`config.mk`:
```
export PLATFORM = sky130hd
export DESIGN_NAME = serial_rx_deframer
export DESIGN_NICKNAME = d
export VERILOG_FILES = /design/src/rtl/serial_pkg.sv /design/src/rtl/serial_rx_sync.sv /design/src/rtl/serial_rx_deframer.sv
export SDC_FILE = /design/constraint.sdc
export NUM_CORES = 1
export LEC_CHECK = 0
export BUFFER_PORTS_ARGS = -buffer_cell sky130_fd_sc_hd__buf_2
export CAP_MARGIN = 25
export CORE_ASPECT_RATIO = 1.4
export CORE_UTILIZATION = 62
export DETAILED_ROUTE_END_ITERATION = 12
export PLACE_DENSITY = 0.8
export SLEW_MARGIN = 20
export SYNTH_ARGS = -nofsm -noshare
export SYNTH_HDL_FRONTEND = slang
export SYNTH_SLANG_ARGS = --single-unit
```
`constraint.sdc`:
```
create_clock -name clock -period 4.9 [get_ports clock]
set_input_delay 1.225 -clock clock [delete_from_list [all_inputs] [get_ports clock]]
set_output_delay 1.225 -clock clock [all_outputs]
set_load 0.1 [all_outputs]
```
`src/rtl/serial_pkg.sv`:
```
// Shared serial frame definition for the b13-style transmitter and its receiver.
// Latency: none (types and constants only).
// Backpressure: n/a.
package serial_pkg;

  // Receiver state encodings
  typedef enum logic [1:0] {
    R_IDLE  = 2'b00,
    R_START = 2'b01,
    R_DATA  = 2'b10,
    R_STOP  = 2'b11
  } rx_state_t;

  // Transmitter bit-slot encodings, kept here so both ends agree on the frame
  typedef enum logic [3:0] {
    START_BIT = 4'd0,
    STOP_BIT  = 4'd1,
    BIT0      = 4'd2,
    BIT1      = 4'd3,
    BIT2      = 4'd4,
    BIT3      = 4'd5,
    BIT4      = 4'd6,
    BIT5      = 4'd7,
    BIT6      = 4'd8,
    BIT7      = 4'd9
  } tx_state_t;

  localparam int FRAME_DATA_BITS    = 8;
  localparam int FRAME_BITS         = FRAME_DATA_BITS + 2;
  localparam int DEFAULT_BIT_PERIOD = 106;
  localparam int BIT_CNT_W          = 10;
  localparam int BIT_IDX_W          = 3;

  localparam logic LINE_IDLE   = 1'b1;
  localparam logic START_LEVEL = 1'b0;
  localparam logic STOP_LEVEL  = 1'b1;

endpackage

```
`src/rtl/serial_rx_sync.sv`:
```
// Two-flop synchronizer for the serial line plus falling-edge detect.
// Latency: line change visible on rxd_sync two clocks later; fall is combinational from flops.
// Backpressure: none; free-running sampler. Flops reset to the idle level so no false start.
module serial_rx_sync
  import serial_pkg::*;
(
  input  logic clock,
  input  logic reset_n,
  input  logic rxd,
  output logic rxd_sync,
  output logic fall
);

  logic meta_q;
  logic sync_q;
  logic prev_q;

  // Resynchronize the asynchronous line and keep one cycle of history for edge detect
  always_ff @(posedge clock or negedge reset_n) begin
    if (!reset_n) begin
      meta_q <= LINE_IDLE;
      sync_q <= LINE_IDLE;
      prev_q <= LINE_IDLE;
    end else begin
      meta_q <= rxd;
      sync_q <= meta_q;
      prev_q <= sync_q;
    end
  end

  assign rxd_sync = sync_q;
  assign fall     = prev_q & ~sync_q;

endmodule

```
`src/rtl/serial_rx_deframer.sv`:
```
// Serial receiver: start/8 data (MSB first)/stop deframing into a one-entry holding register.
// Latency: stop sample HALF_PERIOD+9*BIT_PERIOD cycles after the detected start edge, rx_valid one cycle later.
// Backpressure: rx_valid/rx_ready; a good frame arriving while the register is full is dropped with an overrun pulse.
module serial_rx_deframer
  import serial_pkg::*;
#(
  parameter int BIT_PERIOD  = DEFAULT_BIT_PERIOD,  // clocks per bit, legal range 4..1023
  parameter int HALF_PERIOD = BIT_PERIOD / 2       // start edge to start-bit mid-sample
) (
  input  logic                       clock,
  input  logic                       reset_n,
  input  logic                       rxd,
  input  logic                       rx_en,
  output logic [FRAME_DATA_BITS-1:0] rx_data,
  output logic                       rx_valid,
  input  logic                       rx_ready,
  output logic                       frame_error,
  output logic                       overrun,
  output logic                       busy
);

  localparam logic [BIT_CNT_W-1:0] BIT_LAST  = BIT_CNT_W'(BIT_PERIOD - 1);
  localparam logic [BIT_CNT_W-1:0] HALF_LAST = BIT_CNT_W'(HALF_PERIOD - 1);
  localparam logic [BIT_IDX_W-1:0] IDX_LAST  = BIT_IDX_W'(FRAME_DATA_BITS - 1);

  rx_state_t                  state_q;
  logic [BIT_CNT_W-1:0]       cnt_q;
  logic [BIT_IDX_W-1:0]       idx_q;
  logic [FRAME_DATA_BITS-1:0] shift_q;

  logic rxd_sync;
  logic fall;
  logic bit_tick;
  logic stop_smp;
  logic stop_good;
  logic room;

  serial_rx_sync u_sync (
    .clock    (clock),
    .reset_n  (reset_n),
    .rxd      (rxd),
    .rxd_sync (rxd_sync),
    .fall     (fall)
  );

  assign bit_tick  = (cnt_q == BIT_LAST);
  // Stop sample only counts while enabled; a disabled receiver aborts silently
  assign stop_smp  = rx_en && (state_q == R_STOP) && bit_tick;
  assign stop_good = stop_smp && (rxd_sync == STOP_LEVEL);
  // The register can take a byte if empty or being drained on this same edge
  assign room      = !rx_valid || rx_ready;

  // Status pulses live only in the stop-sample cycle and are mutually exclusive
  assign frame_error = stop_smp && (rxd_sync != STOP_LEVEL);
  assign overrun     = stop_good && !room;
  assign busy        = (state_q != R_IDLE);

  // Frame sequencer: hunt for start, verify it mid-bit, clock in data, sample stop
  always_ff @(posedge clock or negedge reset_n) begin
    if (!reset_n) begin
      state_q <= R_IDLE;
      cnt_q   <= '0;
      idx_q   <= '0;
      shift_q <= '0;
    end else if (!rx_en) begin
      state_q <= R_IDLE;
      cnt_q   <= '0;
      idx_q   <= '0;
    end else begin
      case (state_q)
        R_IDLE: begin
          if (fall) begin
            state_q <= R_START;
            cnt_q   <= '0;
          end
        end
        R_START: begin
          if (cnt_q == HALF_LAST) begin
            cnt_q <= '0;
            if (rxd_sync == START_LEVEL) begin
              state_q <= R_DATA;
              idx_q   <= '0;
            end else begin
              // line already back high: treat as a glitch
              state_q <= R_IDLE;
            end
          end else begin
            cnt_q <= cnt_q + 1'b1;
          end
        end
        R_DATA: begin
          if (bit_tick) begin
            shift_q <= {shift_q[FRAME_DATA_BITS-2:0], rxd_sync};
            cnt_q   <= '0;
            idx_q   <= idx_q + 1'b1;
            if (idx_q == IDX_LAST) begin
              state_q <= R_STOP;
            end
          end else begin
            cnt_q <= cnt_q + 1'b1;
          end
        end
        R_STOP: begin
          if (bit_tick) begin
            cnt_q   <= '0;
            state_q <= R_IDLE;
          end else begin
            cnt_q <= cnt_q + 1'b1;
          end
        end
        default: begin
          state_q <= R_IDLE;
          cnt_q   <= '0;
          idx_q   <= '0;
        end
      endcase
    end
  end

  // Holding register: a load wins over a drain so back-to-back bytes keep rx_valid high
  always_ff @(posedge clock or negedge reset_n) begin
    if (!reset_n) begin
      rx_data  <= '0;
      rx_valid <= 1'b0;
    end else if (stop_good && room) begin
      rx_data  <= shift_q;
      rx_valid <= 1'b1;
    end else if (rx_valid && rx_ready) begin
      rx_valid <= 1'b0;
    end
  end

endmodule
```
Word level (Yosys, flattened, before mapping)
Index checks and enable logic that the tools add are counted.
Storage, ports and cells
  bits in registers: 35
  bits in latches: 0
  RAM bits: 0
  bits in read-only memories: 0
  input bits: 5
  output and inout port bits: 12
  memories: 0
Cells by class
  add/subtract/negate cells: 2
  multiply operators: 0
  divide/modulo/power cells: 0
  order comparisons: 0
  equality and inequality tests: 13
  shift operators: 0
  mux-type cells: 20
  bitwise gates (word level): 2
  reductions and logical operators: 17
Operators by type and width (count)
  2-to-1 mux 10 bit: 4
  one-hot mux 10 bit (3 select lines): 1
  != test 3 bit (second input constant): 6
  2-to-1 mux 2 bit: 7
  2-to-1 mux 3 bit: 4
  adder 10 x 1 -> 10 bit (second input constant): 1
  == test 10 x 6 -> 1 bit (second input constant): 1
  == test 10 x 7 -> 1 bit (second input constant): 1
  one-hot mux 2 bit (4 select lines): 1
  logical AND 1 bit: 7
  one-hot mux 3 bit (2 select lines): 1
  AND reduction 5 bit: 1
  == test 2 bit (second input constant): 2
  AND reduction 4 bit: 1
  nonzero test 2 bit: 2
  adder 3 x 1 -> 3 bit (second input constant): 1
  == test 3 bit (second input constant): 1
  != test 3 x 1 -> 1 bit (second input constant): 1
  AND reduction 3 bit: 1
  == test 2 x 1 -> 1 bit (second input constant): 1
  zero test 1 bit: 2
  zero test 2 bit: 1
  2-to-1 mux 1 bit: 2
  OR reduction 2 bit: 1
  other kinds (3): 3

Logic depth before layout (Yosys ltp)
  depth after elaboration: 6
  gate-level depth with buffers: 8
  mapped depth without buffers: 6

Cells and area by module
From an unflattened synthesis, not the netlist that was laid out.
Unflattened totals
  cells, all modules: 155
  area, all modules: 1765.4 sq um
By module, submodules not included
  serial_rx_deframer: instances 1, cells each 151, area each 1672.9 sq um
  serial_rx_sync: instances 1, cells each 4, area each 92.6 sq um

Least setup slack after synthesis
OpenSTA, ideal clock, no wires.
  kind: input to output
  from: input port rx_en
  to: output port frame_error
  arrival: 3.359 ns
  data required time: 3.675 ns
  path slack: 0.316 ns
  stages: 2
  buffers on the path: 0
  cells stage by stage: nand2_1 -> nor3_1
Between the ends
  longest elaborated chain between the ends: 3
Ends and longest elaborated chain
  start: declaration: RTL line serial_rx_deframer.sv:13  | input logic rx_en,
  logical AND 1 bit (2 in a row): RTL line serial_rx_deframer.sv:48  | assign stop_smp = rx_en && (state_q == R_STOP) && bit_tick;
  logical AND 1 bit: RTL line serial_rx_deframer.sv:54  | assign frame_error = stop_smp && (rxd_sync != STOP_LEVEL);
  end: declaration: RTL line serial_rx_deframer.sv:17  | output logic frame_error,
Every way passes these cells.

Worst setup path in the final report
  from: register cnt_q[1]
  to: output port frame_error
Between the ends
  longest elaborated chain between the ends: 3
Ends and longest elaborated chain
  start: declaration: RTL line serial_rx_deframer.sv:27  | logic [BIT_CNT_W-1:0] cnt_q;
  start signal: assignment: RTL line serial_rx_deframer.sv:88  | cnt_q <= cnt_q + 1'b1;
  start signal: assignment: RTL line serial_rx_deframer.sv:100  | cnt_q <= cnt_q + 1'b1;
  start signal: assignment: RTL line serial_rx_deframer.sv:108  | cnt_q <= cnt_q + 1'b1;
  == test 10 x 7 -> 1 bit: RTL line serial_rx_deframer.sv:46  | assign bit_tick = (cnt_q == BIT_LAST);
  logical AND 1 bit: RTL line serial_rx_deframer.sv:48
  logical AND 1 bit: RTL line serial_rx_deframer.sv:54
Every way passes these cells.

==> qor.yml <==
postCtsResizedCells: 0
synth_cells: 161
dp_slack_ns: 1.39
grt_pass1_vias: 1269
synth_ff_type: "dfrtp_1"
p_total_mw: 0.491
io_buffer_count: 16
maxCapViolCount: 0
dieArea_mm2: 0.00312
drive_gt1_frac: 0.287
slew_violations: 0
dp_hpwl_um: 2390
holdBufCountCts: 0
synthToLayoutAreaGrowth_pct: 8.22
post-cts-setup-buffers: 0
seq_area_frac_synth: 0.490
stdcell_area_mm2: 0.00194
yosysWarnings: 0
root_buffer: "clkbuf_4"
crit_path_top_delay_cell: "buf_2"
grt_start_max_net_pins: 36
maxSlewHeadroom: 0.494
critPathKind: "register to output port"
drt_iter0_markers: 32
period_share: 0.719
start_kind: "register"
numCtsBuffers: 5
first_pass_iters: 4
maxClockFrequency_mhz: 284
cts_tree: "built"
netlist_area_mm2: 0.00180
cts_num_sinks: 35
place_area_mm2: 0.00189
min_to: "u_sync.rxd_sync"
synth.largest_area_cell: "dfrtp_1"
r2r_slack_ns: 2.90
cp.arrival_ns: 2.30
r2r-start: "cnt_q[0]"
die_x_um: 47.5
critPathCaptureType: "output port"
ir_worst_vdd_mv: 0.221
overflow: 0
dieHeight_um: 65.7
hp-class: "register to register"
ys_types: 40
clk_pin_slew_ns: 0.10
viasPerCell: 5.86
powerDensity_mw_per_mm2: 253
reg2reg_to: "idx_q[0]"
ys_seq_elements: 35
outcome: "completed"
synth_area_per_cell_um2: 11.2
clock_path_buffers: 2
diodes: 0
synth_edf_count: 0
whs_path_depth: 0
antenna_found_initial: 0
drc: 0
tightestPinTransition_ns: 0.759
leakage_nw: 0.972
fp-row-count: 22
setup_ws_ns: 1.37
fin_tns_setup_ns: 0
yosysTopAreaCellShare: 0.446
syn-num-nets: 171
critPathMaxStageDelay_ns: 0.45
io_pins: 17
synthArstFlopShare: 1.00
setup_viol: 0
hold_viol: 0
start_util: 0.666
nNetsFinal: 190
path_cells: "inv_1 -> ha_1 -> and4bb_1 -> and3_1 -> nand2_1 -> nor3_1 -> buf_2"
clock_skew_ns: 0.00977
h-tree-depth: 2
grt_pass1_wl_um: 5660
min_from: "u_sync.meta_q"
netlist_top_cells_area: "dfrtp_1, mux2_4, nand2_1"
wl_per_cell_um: 15.3
antenna_left: 0
vias: 1271
fin_crit_ns: 3.53
rsz0062_at_grt: "false"
cp.required_ns: 3.67
grt_use_total: 0.264
totalWireLength_um: 3310
crit_fanout: 5
worst_skew_pair.late_latency_ns: 0.35
fill_cells: 223
gp_congestion: 0.795
reg2reg_depth: 6
core_region_area_mm2: 0.00270
[cell families after synthesis]
family / share of synthesized area
flip-flops: 0.490
AO/OA/AOI/OAI: 0.101
multiplexers: 0.134
buffers and inverters: 0.0320
AND/OR/NAND/NOR: 0.209
adder cells (fa/ha/maj): 0.0348
[power by group]
group | switching (mW) | internal, mW | total (mW)
Sequential | 0.00778 | 0.294 | 0.302
Combinational | 0.0306 | 0.0120 | 0.0425
Clock | 0.0912 | 0.0558 | 0.147
Total | 0.130 | 0.362 | 0.491
[cell usage after synthesis, drive strengths merged (2+ instances only)]
master and n:
nor4 3, and3 3, or2 3, and2 3, nor3 5, nand4 2, nor2 4, mux2i 3
and4bb 2, clkbuf 2, mux2 16, dfstp 3, nand2b 3, nand3 5, o211ai 2, o21a 2
nor2b 5, nand3b 2, o22ai 6, ha 5, a31oi 2, a22o 2, dfrtp 32, inv 6
o21ai 4, buf 3, o31a 2, nand2 26
[critical path: cells and delay by family, from the launching register on]
kind	cells	cell delay [ns]
and+or+nand+nor	4	0.82
adders and majority gates	1	0.13
buffers and inverters	2	0.55
DFF	1	0.44
[worst max-delay path by stage]
stage,to,slack [ns],start
6_report,frame_error,1.37,cnt_q[1]
5_1_grt,frame_error,1.22,cnt_q[1]
4_1_cts,frame_error,1.38,cnt_q[1]
3_5_place_dp,overrun,1.39,rx_en
3_3_place_gp,overrun,1.43,rx_en
2_1_floorplan,frame_error,0.32,rx_en
[through the flow]
stage,hold WS [ns],utilization,std cells
after floorplan,0.345,-,161
after global placement,0.347,0.702,209
after detailed placement,0.348,0.702,209
after CTS,0.363,0.721,217
after global routing,0.376,0.721,217
final,0.363,0.721,217
[flip-flops by register name (all words and copies together), names as in the netlist, 2 cells and up]
| register | flops |
|---|---|
| rx_data | 8 |
| state_q | 2 |
| shift_q | 8 |
| cnt_q | 10 |
| idx_q | 3 |
[cell usage in the layout (no fill, tap or decap), types with 2 or more instances in the layout]
cell type	count
dfstp_2	3
o31a_1	2
a22o_1	2
o211ai_1	2
mux2i_1	3
nor3_1	4
mux2_2	8
and2_1	3
dfrtp_1	32
nand3b_1	2
clkbuf_4	5
nand3_1	4
o21ai_0	4
ha_1	5
inv_1	6
buf_2	16
or2_2	2
nand2_1	26
o21a_1	2
o22ai_1	6
nand2b_1	3
nor4_1	3
and3_1	2
nor2b_1	5
a31oi_2	2
clkbuf_1	2
nand4_1	2
nor2_1	4
mux2_4	8
[per-layer routing]
| layer | wire (µm) | vias to the layer above | part of all wire | global-route usage |
|---|---|---|---|---|
| met2 | 1780 | 27 | 0.54 | 0.442 |
| met5 | 0 | - | 0 | 0 |
| met4 | 68 | 0 | 0.021 | 0.132 |
| li1 | - | 615 | - | - |
| met3 | 115 | 7 | 0.035 | 0.0797 |
| met1 | 1350 | 622 | 0.41 | 0.287 |
[layout make-up]
type / instances / area (µm²) / area share
multi-input cells: 115 / 860 / 0.442
flip-flops and latches: 35 / 880 / 0.452
inverters: 6 / 22.5 / 0.0116
repair buffers: 17 / 87.6 / 0.0450
well taps: 36 / 45.0 / 0.0232
clock inverters: 1 / 5.00 / 0.00257
clock buffers: 7 / 45.0 / 0.0232
No activity file was read; power rests on OpenSTA's default activity.
